<file path="src/rtl/reg_dma_pkg.sv">
// reg_dma_pkg: shared defaults, burst limit and FSM state encoding for the register DMA port
package reg_dma_pkg;
  localparam int DATA_W_DEF = 32;
  localparam int AW_DEF = 5;
  localparam int MAX_COUNT = 32;
  typedef enum logic [2:0] {IDLE, RD_FETCH, RD_SEND, WR_RECV, WR_COMMIT, DONE} state_t;
endpackage

</file>
<file path="src/rtl/reg_dma_ctr.sv">
// reg_dma_ctr: register address (wrapping) and remaining-word count with saturation and last flag
module reg_dma_ctr import reg_dma_pkg::*; #(
  parameter int AW = AW_DEF
) (
  input  logic          clk,
  input  logic          rst_n,
  input  logic          load,
  input  logic          inc,
  input  logic [AW-1:0] base,
  input  logic [AW:0]   cnt,
  output logic [AW-1:0] addr,
  output logic [AW:0]   remaining,
  output logic          last
);
  localparam logic [AW:0] SAT = (AW+1)'(MAX_COUNT);
  always_ff @(posedge clk or negedge rst_n)
    if (!rst_n) begin
      addr <= '0;
      remaining <= '0;
    end else if (load) begin
      addr <= base;
      remaining <= cnt > SAT ? SAT : cnt;
    end else if (inc) begin
      addr <= addr + AW'(1);
      remaining <= remaining - (AW+1)'(1);
    end
  assign last = remaining == (AW+1)'(1);
endmodule

</file>
<file path="src/rtl/reg_dma_port.sv">
// reg_dma_port: moves bursts of words between a register file and a valid/ready stream pair.
// Every control output is a flop loaded with the value for the state being entered.
module reg_dma_port import reg_dma_pkg::*; #(
  parameter int DATA_W = DATA_W_DEF,
  parameter int AW = AW_DEF
) (
  input  logic              clk,
  input  logic              rst_n,
  input  logic              start,
  input  logic              dir,
  input  logic [AW-1:0]     base_reg,
  input  logic [AW:0]       count,
  input  logic              abort,
  output logic              busy,
  output logic              done,
  output logic              REG_RD,
  output logic              REG_WR,
  output logic [AW-1:0]     DIR_A,
  output logic [AW-1:0]     DIR_B,
  output logic [AW-1:0]     DIR_WR,
  output logic [DATA_W-1:0] DI,
  input  logic [DATA_W-1:0] D0A,
  output logic [DATA_W-1:0] tx_data,
  output logic              tx_valid,
  input  logic              tx_ready,
  input  logic [DATA_W-1:0] rx_data,
  input  logic              rx_valid,
  output logic              rx_ready
);
  state_t state;
  logic [AW-1:0] addr;
  logic [AW:0] remaining;
  logic last, load, inc, kill;
  assign kill = abort && state != IDLE;
  assign load = state == IDLE && start;
  assign inc = !kill && ((state == RD_SEND && tx_ready) || state == WR_COMMIT);
  reg_dma_ctr #(.AW(AW)) u_ctr (
    .clk(clk),
    .rst_n(rst_n),
    .load(load),
    .inc(inc),
    .base(base_reg),
    .cnt(count),
    .addr(addr),
    .remaining(remaining),
    .last(last)
  );
  assign DIR_A = addr;
  assign DIR_WR = addr;
  assign DIR_B = '0;
  always_ff @(posedge clk or negedge rst_n)
    if (!rst_n) begin
      state <= IDLE;
      busy <= 1'b0;
      done <= 1'b0;
      REG_RD <= 1'b0;
      REG_WR <= 1'b0;
      tx_valid <= 1'b0;
      rx_ready <= 1'b0;
      tx_data <= '0;
      DI <= '0;
    end else begin
      done <= 1'b0;
      REG_RD <= 1'b0;
      REG_WR <= 1'b0;
      if (kill) begin
        state <= IDLE;
        busy <= 1'b0;
        tx_valid <= 1'b0;
        rx_ready <= 1'b0;
      end else case (state)
        IDLE: if (start) begin
          busy <= 1'b1;
          if (count == '0) begin
            state <= DONE;
            done <= 1'b1;
          end else if (dir) begin
            state <= WR_RECV;
            rx_ready <= 1'b1;
          end else begin
            state <= RD_FETCH;
            REG_RD <= 1'b1;
          end
        end
        RD_FETCH: begin
          tx_data <= D0A;
          tx_valid <= 1'b1;
          state <= RD_SEND;
        end
        RD_SEND: if (tx_ready) begin
          tx_valid <= 1'b0;
          state <= last ? DONE : RD_FETCH;
          done <= last;
          REG_RD <= !last;
        end
        WR_RECV: if (rx_valid) begin
          DI <= rx_data;
          rx_ready <= 1'b0;
          REG_WR <= 1'b1;
          state <= WR_COMMIT;
        end
        WR_COMMIT: begin
          state <= last ? DONE : WR_RECV;
          done <= last;
          rx_ready <= !last;
        end
        DONE: begin
          state <= IDLE;
          busy <= 1'b0;
        end
        default: state <= IDLE;
      endcase
    end
endmodule

</file>
<file path="config.mk">
export PLATFORM = sky130hd
export DESIGN_NAME = reg_dma_port
export DESIGN_NICKNAME = d
export VERILOG_FILES = /design/src/rtl/reg_dma_pkg.sv /design/src/rtl/reg_dma_ctr.sv /design/src/rtl/reg_dma_port.sv
export SDC_FILE = /design/constraint.sdc
export NUM_CORES = 1
export LEC_CHECK = 0
export BUFFER_PORTS_ARGS = -buffer_cell sky130_fd_sc_hd__buf_2
export CAP_MARGIN = 20
export CORE_MARGIN = 1.5
export CORE_UTILIZATION = 43
export DETAILED_ROUTE_END_ITERATION = 8
export GPL_TIMING_DRIVEN = 0
export HOLD_SLACK_MARGIN = 0.08
export PLACE_DENSITY = 0.77
export SLEW_MARGIN = 20
export SYNTH_ARGS = -nofsm -noshare
export SYNTH_HDL_FRONTEND = slang
export SYNTH_SLANG_ARGS = --single-unit
</file>
<file path="constraint.sdc">
create_clock -name clk -period 1.6 [get_ports clk]
set_input_delay 0.16 -clock clk [delete_from_list [all_inputs] [get_ports clk]]
set_output_delay 0.16 -clock clk [all_outputs]
set_load 0.01 [all_outputs]
</file>
**Word level (Yosys, flattened, before mapping)**

Index checks and enable logic that the tools add are counted.

- Add/sub/neg operators: 2
- Order comparisons: 1
- Eq/ne operators: 11
- Muxes and demuxes: 40
- Bitwise operators: 1
- Reductions and logical operators: 20

Operator list:

| kind | count |
|---|---|
| 2-to-1 mux 1 bit | 21 |
| 2-to-1 mux 3 bit | 7 |
| 2-to-1 mux 6 bit | 3 |
| inequality test 3 bit, second input constant | 5 |
| case mux 3 bit (5 select lines) | 1 |
| 2-to-1 mux 5 bit | 2 |
| nonzero test 3 bit | 3 |
| == test 3 x 2 -> 1 bit, second input constant | 2 |
| == test 3 bit, second input constant | 2 |
| == test 6 x 1 -> 1 bit, second input constant | 1 |
| > comparator 6 bit, second input constant | 1 |
| logical NOT 6 bit | 1 |
| case mux 1 bit (2 select lines) | 3 |
| case mux 1 bit (3 select lines) | 2 |
| AND reduction 2 bit | 3 |
| AND reduction 3 bit | 2 |
| subtractor 6 x 1 -> 6 bit, second input constant | 1 |
| adder 5 x 1 -> 5 bit, second input constant | 1 |
| AND reduction 5 bit | 1 |
| logical AND 1 bit | 4 |
| nonzero test 4 bit | 1 |
| == test 3 x 1 -> 1 bit, second input constant | 1 |
| logical NOT 3 bit | 1 |
| logical NOT 1 bit | 2 |
| 4 further kinds | 4 |

- Flip-flop bits (word level): 84
- Bits of input ports: 82
- Output and inout bits: 85
- Word-level logic and storage cells: 86

**Logic depth before layout (Yosys ltp)**

- Word-level depth: 6
- Depth in mapped cells: 6
- Mapped depth without buffers: 5

**By module**

A second synthesis with hierarchy kept.

- Cells, all modules: 281
- Area, all modules: 3,893.7 µm²

By module, submodules not included:

| module | times used | cells an instance | area an instance (µm²) | sequential area each (µm²) |
|---|---|---|---|---|
| reg_dma_port | 1 | 219 | 3,264.4 | 1,826.8 |
| reg_dma_ctr | 1 | 62 | 629.4 | 275.3 |

**Least setup slack after synthesis**

OpenSTA, ideal clock, no wires.

- Path type: flip-flop to flip-flop
- Start: register state[2]
- End: register tx_data[0]
- Arrival: 1,465 ps
- Required time: 1,472 ps
- Slack: 8 ps
- Cell stages (with the launch flop): 5
- Buffers on the path: 2
- Period minus slack after synthesis: 1,592 ps
- Path through: dfrtp_1 buf_2 nor4b_4 buf_2 mux2_1

- Longest elaborated chain between the ends: 4
- Elaborated cells on any way between the ends: 5
- Those cells by class: eq/ne: 1; bitwise: 1; reduce/logical: 3

RTL lines:

| element | line | RTL |
|---|---|---|
| start: declaration | reg_dma_port.sv:30 | `state_t state;` |
| start signal: assignment | reg_dma_port.sv:92 | `state <= last ? DONE : RD_FETCH;` |
| start signal: assignment | reg_dma_port.sv:103 | `state <= last ? DONE : WR_RECV;` |
| nonzero test 3 bit | reg_dma_port.sv:34 | `assign kill = abort && state != IDLE;` |
| logical AND 1 bit | reg_dma_port.sv:34 |  |
| inverter 1 bit (no source line) | -- |  |
| AND reduction 2 bit (no source line) (*) | -- |  |
| end signal: assignment | reg_dma_port.sv:60 | `tx_data <= '0;` |
| end signal: assignment | reg_dma_port.sv:86 | `tx_data <= D0A;` |
| end: declaration | reg_dma_port.sv:23 | `output logic [DATA_W-1:0] tx_data,` |

Every way passes the cells marked *; elsewhere a longest branch is shown, timed or not.
A chain may end at the register's enable or synchronous reset.

**Worst setup path after layout**

- Start: register u_ctr.remaining[0]
- End: register state[1]

- Longest elaborated chain between the ends: 4

RTL lines:

| element | line | RTL |
|---|---|---|
| start: declaration | reg_dma_ctr.sv:12 | `output logic [AW:0] remaining,` |
| start signal: assignment | reg_dma_ctr.sv:22 | `remaining <= cnt > SAT ? SAT : cnt;` |
| start signal: assignment | reg_dma_ctr.sv:25 | `remaining <= remaining - (AW+1)'(1);` |
| == test 6 x 1 -> 1 bit | reg_dma_ctr.sv:27 | `assign last = remaining == (AW+1)'(1);` |
| 2-to-1 mux 3 bit | reg_dma_port.sv:103 |  |
| case mux 3 bit (5 select lines) | reg_dma_port.sv:71 | `end else case (state)` |
| 2-to-1 mux 3 bit | reg_dma_port.sv:66 | `if (kill) begin` |

Every way passes these cells.

==> flow_summary.ini <==
[placed_design]
dp.cells = 575
pre_cts_ws_ns = -0.2740
hpwl_mm = 6.965
io_buffers = 161
gp_congestion = 0.8804
dpl_cell_area_um2 = 4802

[floorplanning]
coreArea_um2 = 8678
fp-row-count = 34
die_area_um2 = 9449
die_h_um = 97.21
initial_core_util = 0.4397
die_w_um = 97.21
io_pins = 167

[logic_synthesis]
syn_avg_cell_area_um2 = 12.68
syn_area_um2 = 3816
synthCells = 301
ys_ff_latch = 84
synthArstFlopShare = 1.000
seq_area_frac_synth = 0.5508
synth_top_flop_cell = dfrtp_1
synth_edf_count = 0
yosys_warnings = 0
synth_cell_types = 54

[cts]
htree_levels = 3
clock-sinks = 84
clk_latency_ns = 0.35
cts-root-buf = clkbuf_8
cts_made_buffers = 9
clkTransAtPathRegs_ns = 0.09
tritoncts = built
cts_buffer_depth = 2

[timing]
rsz0062_at_grt = yes
report.final.slew_viol_count = 0
period_minus_slack_ns = 1.610
finalSetupTns_ns = -0.009687
setup_viol = 1
fin_worst_skew_ns = 0.01241
fin_crit_sh = 1.006
clock.fmax_mhz = 621.2
finalWorstSetupSlack_ns = -0.009687
final-hold-violation-count = 0

[global_routing]
antenna_found_initial = 0
grt_remaining_overflow = 0
globalRouteTotalUtil = 0.2371
grt_max_degree = 60
grt_pass1_wl_mm = 17.91
grt_pass1_vias = 3508

[setup_path]
cpPeakStageDelay_ns = 0.42
critPathArrivalTime_ns = 1.85
cp_cell_sequence = ha_2 > and3b_2 > or4_4 > a221oi_2
crit_path_end_kind = register
worstSetupPathType = register to register
worstPathRequired_ns = 1.84
start_kind = register
slowest_stage = or4_4
path_max_fanout = 2

[drt]
drcViolationCount = 0
vias_per_cell = 5.156
wl_mm = 11.96
drt-pass1-iter-count = 4
vias = 3475
ant_nets = 0
drt_iter0_drc = 126
wl_per_cell_um = 17.75

[layout]
mostFrequentLayoutCell = buf_2
final_layout_size_suffix_gt1_frac = 0.4452
antenna_cells = 0
synthToLayoutAreaGrowth_pct = 56.75
postLayoutCellArea_um2 = 5982
final_cell_mix = buf_2 (164), dfrtp_1 (83), dlygate4sd3_1 (68)
fin_util = 0.6893
fin_cells = 674
fin_nets = 646

[power]
ir_drop_mv = 0.6760
power_density_nw_per_um2 = 1644
p_leak_nw = 2.934

[status]
failed_checks = setup timing
status = finished with violations

[worst_hold_path]
hp-class = input pin to register

[run]
cap_violations = 0
worst paths after layout:
path	startpoint	endpoint	slack (ns)	cells after the start
setup / recovery	u_ctr.remaining[0]	state[1]	-0.01	4
hold / removal	base_reg[4]	u_ctr.addr[4]	0.10	3
setup reg to reg	u_ctr.remaining[0]	state[1]	-0.01	4
hold reg to reg	tx_data[22]	tx_data[22]	0.49	1
max in group asynchronous	rst_n	DI[26]	0.71	3
min in group asynchronous	rst_n	DI[14]	0.28	2
sequential cells by signal, summed over array words and instances (netlist names):
name	cells
DI	32
tx_data	32
u_ctr.remaining	6
u_ctr.addr	5
state	3
REG_RD	1
REG_WR	1
busy	1
done	1
rx_ready	1
tx_valid	1
synthesized netlist by cell type, drive strengths merged (4+ instances only):
cell / number / area (um^2)
o22ai: 6 / 43.79
inv: 8 / 30.03
buf: 23 / 146.4
mux2: 64 / 720.7
nor3: 4 / 20.02
o211ai: 5 / 37.54
nand2: 13 / 48.80
a21oi: 6 / 30.03
mux2i: 4 / 40.04
o21ai: 10 / 53.80
nor2: 14 / 55.06
nand3b: 6 / 45.04
nand3: 5 / 25.02
dfrtp: 84 / 2102
cell type report:
class / count / area [um^2]
sequential: 84 / 2103
buffer: 25 / 222.7
fill: 597 / 2696
multi-input combinational: 188 / 1655
tap: 108 / 135.1
clock buffer: 12 / 155.1
timing repair buffer: 245 / 1648
clock inverter: 4 / 32.53
inverter: 8 / 30.03
where the power goes:
group          switching, mW  leakage (nW)  internal [mW]  total, mW
clock                  0.774        0.0892          0.659       1.43
sequential             0.684          1.02           3.12       3.80
combinational           2.24          1.82           2.35       4.60
total                   3.70          2.93           6.13       9.83
critical path, delay by kind of cell, from the launching register on:
kind / cells / cell delay (ns)
DFF: 1 / 0.41
AOI/OAI and AO/OA: 1 / 0.28
and+or+nand+nor: 2 / 0.65
adders and majority gates: 1 / 0.17
repair_timing:
item,4_1_cts,5_1_grt
setup endpoints to repair,69,71
hold buffers,68,0
endpoints found under the hold margin,92,0
pin swaps,4,2
gates cloned,0,2
gates resized for setup,21,33
setup buffers,7,6
cell families (layout without fill, tap and decap cells):
logic type      Yosys count  in the layout  synth area share
other cells               1              5         0.0009827
xor+xnor                  1              1          0.002296
flops                    84             84            0.5508
buf+inv                  33            294           0.04820
simple gates             66             66            0.1049
mux                      68             68            0.1993
fa+ha+maj                 3              3          0.009837
compound gates           45             45           0.08361
metal layers:
layer  wire, um  part of all wire  vias up  global-route usage
met1       4976              0.42     1686              0.2988
li1           -                 -     1591                   -
met2       5807              0.49      160              0.3981
met5          0                 0        -                   0
met4        403             0.034        0             0.09142
met3        773             0.065       38             0.05252
stage by stage:
stage | hold slack, ns | total power, mW
floorplan | -0.1356 | 5.923
CTS | 0.08749 | 9.257
global route | 0.09791 | 10.39
finish | 0.1011 | 9.832
global placement | 0.3725 | 7.362
detailed placement | 0.1118 | 7.552
(Power assumes the default switching activity.)
